===== config.mk =====
export PLATFORM = sky130hd
export DESIGN_NAME = acondicionador_sensores
export DESIGN_NICKNAME = d
export VERILOG_FILES = /design/src/rtl/acondicionador_sensores.sv
export SDC_FILE = /design/constraint.sdc
export NUM_CORES = 1
export LEC_CHECK = 0
export CAP_MARGIN = 20
export CORE_ASPECT_RATIO = 1.1
export CORE_MARGIN = 1
export CORE_UTILIZATION = 46
export CTS_BUF_LIST = sky130_fd_sc_hd__clkbuf_16
export DETAILED_ROUTE_END_ITERATION = 6
export PLACE_DENSITY = 0.64
export SYNTH_ARGS = -nofsm -noshare
export SYNTH_HDL_FRONTEND = slang
export SYNTH_SLANG_ARGS = --single-unit

===== constraint.sdc =====
create_clock -name clk -period 2.18 [get_ports clk]
set_input_delay 0.654 -clock clk [delete_from_list [all_inputs] [get_ports clk]]
set_output_delay 0.654 -clock clk [all_outputs]
set_load 0.005 [all_outputs]

===== src/rtl/acondicionador_sensores.sv =====
// acondicionador_sensores
// Sensor front-end for the coffee-bean classifier. The raw bean-presence,
// size, weight and colour detector lines are synchronised and debounced.
// Once the bean has been present for a settling window, one coherent
// snapshot of the three sensors is captured and held for the classifier.
//
// Ports:
//   clk               system clock, rising edge
//   reset             asynchronous reset, active low
//   bean_present_raw  raw bean-presence detector (asynchronous)
//   tamano_raw        raw size detector (asynchronous)
//   peso_raw          raw weight detector (asynchronous)
//   color_raw         raw colour detector (asynchronous)
//   sensor_tamano     captured size bit, held until the next capture
//   sensor_peso       captured weight bit, held until the next capture
//   sensor_color      captured colour bit, held until the next capture
//   muestra_valida    one-cycle strobe in the cycle after a capture edge
//   ocupado           high whenever the sequencer is not idle
module acondicionador_sensores #(
    parameter int DEBOUNCE_CYCLES = 16,
    parameter int SETTLE_CYCLES   = 8
) (
    input  logic clk,
    input  logic reset,
    input  logic bean_present_raw,
    input  logic tamano_raw,
    input  logic peso_raw,
    input  logic color_raw,
    output logic sensor_tamano,
    output logic sensor_peso,
    output logic sensor_color,
    output logic muestra_valida,
    output logic ocupado
);

    localparam int DB_W = $clog2(DEBOUNCE_CYCLES + 1);
    localparam int ST_W = $clog2(SETTLE_CYCLES + 1);

    // Terminal values are one below the limit: the limit is reached on the
    // edge that would increment past them, and that edge takes the action.
    localparam logic [DB_W-1:0] DB_LAST = DB_W'(DEBOUNCE_CYCLES - 1);
    localparam logic [ST_W-1:0] ST_LAST = ST_W'(SETTLE_CYCLES - 1);

    typedef enum logic [1:0] {
        IDLE   = 2'd0,
        ESPERA = 2'd1,
        LIBERA = 2'd2
    } state_t;

    // Bit order everywhere: [3] bean, [2] tamano, [1] peso, [0] color.
    logic [3:0]      w_raw;
    logic [3:0]      r_sync_p0;
    logic [3:0]      r_sync_p1;
    logic [3:0]      r_db;
    logic [DB_W-1:0] r_db_cnt [4];

    state_t          r_state;
    state_t          w_state_next;
    logic [ST_W-1:0] r_settle_cnt;
    logic [ST_W-1:0] w_settle_next;
    logic            w_capture;
    logic            w_bean;
    logic [2:0]      r_sensors;
    logic            r_valid;

    assign w_raw  = {bean_present_raw, tamano_raw, peso_raw, color_raw};
    assign w_bean = r_db[3];

    // Stage p0/p1: two-flop synchronisers for the asynchronous detector lines.
    always_ff @(posedge clk or negedge reset) begin
        if (!reset) begin
            r_sync_p0 <= '0;
            r_sync_p1 <= '0;
        end else begin
            r_sync_p0 <= w_raw;
            r_sync_p1 <= r_sync_p0;
        end
    end

    // Debounce stage: a line must disagree with its debounced value for
    // DEBOUNCE_CYCLES consecutive samples before the debounced value flips.
    always_ff @(posedge clk or negedge reset) begin
        if (!reset) begin
            r_db <= '0;
            for (int i = 0; i < 4; i++) begin
                r_db_cnt[i] <= '0;
            end
        end else begin
            for (int i = 0; i < 4; i++) begin
                if (r_sync_p1[i] == r_db[i]) begin
                    r_db_cnt[i] <= '0;
                end else if (r_db_cnt[i] == DB_LAST) begin
                    r_db[i]     <= ~r_db[i];
                    r_db_cnt[i] <= '0;
                end else begin
                    r_db_cnt[i] <= r_db_cnt[i] + 1'b1;
                end
            end
        end
    end

    // Capture sequencer: state register and settle counter.
    always_ff @(posedge clk or negedge reset) begin
        if (!reset) begin
            r_state      <= IDLE;
            r_settle_cnt <= '0;
        end else begin
            r_state      <= w_state_next;
            r_settle_cnt <= w_settle_next;
        end
    end

    // Bean absence is tested before the settle expiry so that a bean
    // leaving on the expiry edge aborts instead of capturing.
    always_comb begin
        w_state_next  = r_state;
        w_settle_next = r_settle_cnt;
        w_capture     = 1'b0;
        case (r_state)
            IDLE: begin
                if (w_bean) begin
                    w_state_next  = ESPERA;
                    w_settle_next = '0;
                end
            end
            ESPERA: begin
                if (!w_bean) begin
                    w_state_next = IDLE;
                end else if (r_settle_cnt == ST_LAST) begin
                    w_capture    = 1'b1;
                    w_state_next = LIBERA;
                end else begin
                    w_settle_next = r_settle_cnt + 1'b1;
                end
            end
            LIBERA: begin
                if (!w_bean) begin
                    w_state_next = IDLE;
                end
            end
            default: begin
                w_state_next = IDLE;
            end
        endcase
    end

    // Output stage: snapshot of the debounced sensors and the strobe.
    always_ff @(posedge clk or negedge reset) begin
        if (!reset) begin
            r_sensors <= '0;
            r_valid   <= 1'b0;
        end else begin
            r_valid <= w_capture;
            if (w_capture) begin
                r_sensors <= r_db[2:0];
            end
        end
    end

    assign sensor_tamano  = r_sensors[2];
    assign sensor_peso    = r_sensors[1];
    assign sensor_color   = r_sensors[0];
    assign muestra_valida = r_valid;
    assign ocupado        = (r_state != IDLE);

endmodule

### Yosys cells after proc, flatten, opt, wreduce, memory -nomap -nowiden

Index checks and enable logic that the tools add are counted.

* bitwise logic cells: 8
* reductions and logical operators: 9
* $add $sub $neg: 5
* equal/unequal tests: 16
* muxes and demuxes: 20

Operator list (count)
* $mux W5: 8
* $add A5 B1 Y5 const B: 4
* $eq A5 B4 Y1 const B: 4
* $mux W4: 3
* $mux W2: 4
* $ne A2 B2 Y1 const B: 4
* $not A1 Y1: 8
* $pmux W4 S2: 1
* $reduce_and A2 Y1: 4
* $pmux W2 S3: 1
* $add A4 B1 Y4 const B: 1
* $eq A1 B1 Y1: 4
* $eq A4 B3 Y1 const B: 1
* $reduce_and A4 Y1: 1
* $reduce_bool A2 Y1: 2
* $mux W1: 3
* $ne A3 B3 Y1 const B: 1
* $reduce_and A3 Y1: 1
* $eq A2 B1 Y1 const B: 1
* $eq A2 B2 Y1 const B: 1
* $logic_not A2 Y1: 1

* register bits: 42
* bits of input ports: 6
* logic and storage cells: 72
* output and inout bits: 5

### Longest topological paths before layout

* depth after elaboration: 4
* depth in mapped cells: 4

### Worst setup path before layout

No wires, ideal clock.

* path kind: flip-flop to flip-flop
* start: register r_settle_cnt[0]
* end: register r_settle_cnt[3]
* path buffers: 0
* data required time: 2.098 ns
* slack: 0.671 ns
* arrival time: 1.427 ns
* stages on the path, launching flop included: 5
* setup time: 0.082 ns
* path through: dfrtp_1 ha_1 and4b_1 or4_4 a22oi_2

* longest elaborated chain between the ends: 4

RTL lines
* start, declared: line 59 `logic [ST_W-1:0] r_settle_cnt;`
* start signal, assigned: line 109 `r_settle_cnt <= w_settle_next;`
* $add A4 B1 Y4: line 133 `w_settle_next = r_settle_cnt + 1'b1;`
* $mux W4: line 129 `end else if (r_settle_cnt == ST_LAST) begin`
* $mux W4: line 127 `if (!w_bean) begin`
* $pmux W4 S2: line 119 `case (r_state)`

Parallel ways exist; a longest one is shown, timed or not. The select of a mux whose other input is x is not followed.
A chain may end at the register's enable or synchronous reset.

### Worst setup path after layout

* start: register r_state[0]
* end: output port ocupado

* longest elaborated chain between the ends: 1

RTL lines
* start, declared: line 57 `state_t r_state;`
* start signal, assigned: line 108 `r_state <= w_state_next;`
* $reduce_bool A2 Y1: line 164 `assign ocupado = (r_state != IDLE);`
* end, declared: line 33 `output logic ocupado`

Every way passes these cells.

==> results.sh <==
export IMPL_status="complete, no violations"
export IMPL_cts_num_sinks=42
export IMPL_yosysWarnings=0
export IMPL_die_y_um=64.5
export IMPL_insertion_delay_ns=0.28
export IMPL_synthCells=128
export IMPL_synth_top_area_frac=0.644
export IMPL_worstPathRequired_ns=1.53
export IMPL_multi_input_area_sq_um=567
export IMPL_power_switching_uw=321
export IMPL_worst_pin_slew_ns=0.505
export IMPL_relSlewSlack=0.663
export IMPL_period_needed_ns=2.05
export IMPL_layout_drive_gt1_share=0.0816
export IMPL_cp_arrival_ns=1.40
export IMPL_crit_slowest_cell="clkdlybuf4s50_1"
export IMPL_cts_buffers=5
export IMPL_grt_pass1_wl_um=4340
export IMPL_power_density_nw_per_um2=810
export IMPL_cp_end_kind="primary output"
export IMPL_synth_edf_count=0
export IMPL_path_cells="or2_1, clkdlybuf4s50_1"
export IMPL_ant_nets=0
export IMPL_maxSlewViolCount=0
export IMPL_fin_crit_sh=0.940
export IMPL_die_x_um=58.8
export IMPL_htreeDepth=2
export IMPL_grt_pass1_vias=987
export IMPL_root_buffer="clkbuf_16"
export IMPL_p_leak_nw=0.991
export IMPL_pwr_share_comb=0.038
export IMPL_drt_pass1_iter_count=4
export IMPL_die_area_sq_um=3790
export IMPL_cts_setup_buffers=0
export IMPL_antenna_found_initial=0
export IMPL_core_area_sq_um=3360
export IMPL_synth_seq_cells=42
export IMPL_drc_errors=0
export IMPL_vias_per_cell=4.93
export IMPL_wl_per_cell_um=12.2
export IMPL_vias=961
export IMPL_yosys_area_top_type="dfrtp_1"
export IMPL_nets=157
export IMPL_grt_max_degree=43
export IMPL_final_util=0.576
export IMPL_track_usage=0.164
export IMPL_synth_distinct_cells=24
export IMPL_worst_setup_path_start_kind="register"
export IMPL_fillers=304
export IMPL_final_hold_viol_count=0
export IMPL_synthTopCellsByArea="dfrtp_1, xor2_1, mux2_1"
export IMPL_setup_viol=0
export IMPL_synth_commonest_cells="dfrtp_1, nor2_1, xor2_1"
export IMPL_max_freq_mhz=488
export IMPL_async_reset_ff_frac=1.00
export IMPL_maxCapViolCount=0
export IMPL_min_path_type="reg -> reg"
export IMPL_start_util=0.486
export IMPL_ctsResizeCount=0
export IMPL_area_growth_pct=18.4
export IMPL_wl_um=2380
export IMPL_postCtsHoldBufs=0
export IMPL_seqCellArea_sq_um=1050
export IMPL_seq_area_frac_synth=0.644
export IMPL_crit_path_max_fanout=7
export IMPL_grt_overflow=0
export IMPL_clk_pin_slew_worst_paths_ns=0.05
export IMPL_num_antenna_cells=0
export IMPL_synth_area_sq_um=1630
export IMPL_drt_iter0_markers=29
export IMPL_synth_fp_nets=139
export IMPL_cts_buffer_depth=2
export IMPL_fin_ws_ns=0.130
export IMPL_clkPwrFrac=0.437
export IMPL_pin_count=11
export IMPL_setup_tns_ns=0
export IMPL_sw_frac_of_total=0.205
export IMPL_vdd_drop_max_mv=0.552
export IMPL_port_buffers=10
export IMPL_critPathKind="reg -> out"
export IMPL_cts_tree="done"
export IMPL_seq_power_share=0.525
export IMPL_synth_avg_cell_area_sq_um=12.8
export IMPL_clock_skew_ns=0.00511
export IMPL_post_synth_top_count_cell="dfrtp_1"
export IMPL_rsz0062_at_grt="no"
export IMPL_rows=22
export IMPL_place_congestion=0.764
export IMPL_internal_power_mw=1.25
export IMPL_crit_path_max_incr_delay_ns=0.44
export IMPL_dpl_hpwl_um=1580
export IMPL_synth_ff_type="dfrtp_1"
export IMPL_pre_cts_ws_ns=0.425
final cells by class:
class                           instances  share of cell area
Multi-Input combinational cell         82               0.293
Tap cell                               48              0.0311
Clock buffer                            5              0.0647
Clock inverter                          3             0.00647
Inverter                                4             0.00777
Sequential cell                        42               0.544
Timing Repair Buffer                   11              0.0531
registers in the layout (all words and copies together), names as in the netlist:
signal          flops
r_sync_p0           4
r_sensors           3
r_settle_cnt        4
r_db                4
r_sync_p1           4
r_state             2
r_db_cnt           20
muestra_valida      1
final timing paths:
check | slack (ns) | startpoint | depth (start not counted) | to
hold / removal | 0.35 | r_sync_p0[1] | 0 | r_sync_p1[1]
hold reg to reg | 0.35 | r_sync_p0[1] | 0 | r_sync_p1[1]
setup / recovery | 0.13 | r_state[0] | 2 | ocupado
min in group asynchronous | 0.43 | reset | 2 | r_db_cnt[19]
setup reg to reg | 0.58 | r_settle_cnt[0] | 4 | r_settle_cnt[3]
max in group asynchronous | 1.40 | reset | 2 | r_db_cnt[0]
kinds of logic after synthesis:
| group | synth area share |
|---|---|
| fa+ha+maj | 0.0383 |
| simple gates | 0.148 |
| buf+inv | 0.00919 |
| compound gates | 0.0483 |
| flops | 0.644 |
| mux | 0.0483 |
| xor+xnor | 0.0644 |
metrics by stage:
stage / instances / hold slack, ns / instance area (sq um) / power (mW)
2_1_floorplan: 128 / 0.331 / 1630 / 0.863
3_3_place_gp: 187 / 0.331 / 1800 / 0.893
3_5_place_dp: 187 / 0.336 / 1800 / 0.898
4_1_cts: 195 / 0.349 / 1930 / 1.59
5_1_grt: 195 / 0.355 / 1930 / 1.63
6_report: 195 / 0.348 / 1930 / 1.57
worst max-delay path, delay by kind of cell, from the launching register on:
family                 cells  cell delay [ns]
buffers and inverters      1             0.44
DFF                        1             0.43
and+or+nand+nor            1             0.25
cells in the final DEF (no fill, tap or decap), drive strengths merged:
| cell type | netlist | final |
|---|---|---|
| dfrtp | 42 | 42 |
| nor2 | 16 | 16 |
| xor2 | 12 | 12 |
| nand3 | 10 | 10 |
| clkdlybuf4s50 | 0 | 9 |
| o21ai | 8 | 8 |
| mux2 | 7 | 7 |
| and2 | 6 | 6 |
| inv | 4 | 5 |
| ha | 5 | 5 |
| clkbuf | 0 | 5 |
| and3 | 4 | 4 |
| nand2 | 2 | 2 |
| a21oi | 2 | 2 |
| nand2b | 2 | 2 |
| clkinv | 0 | 2 |
| buf | 0 | 2 |
| or2 | 1 | 1 |
| nand4b | 1 | 1 |
| and2b | 1 | 1 |
| and4b | 1 | 1 |
| a31o | 1 | 1 |
| or4 | 1 | 1 |
| a22oi | 1 | 1 |
| o31ai | 1 | 1 |
metal layers:
layer	up-vias	wire [um]	global-route usage
li1	468	-	-
met1	474	1060	0.182
met2	14	1150	0.254
met3	5	101	0.0719
met4	0	73	0.107
met5	-	0	0
power groups by stage:
stage	sequential [mW]	clock (mW)	combinational (mW)
floorplan	0.832	0	0.0305
global placement	0.834	0	0.0587
detailed placement	0.836	0	0.0620
CTS	0.822	0.705	0.0624
global route	0.825	0.736	0.0718
finish	0.822	0.685	0.0600
No activity file was read; power rests on OpenSTA's default activity.
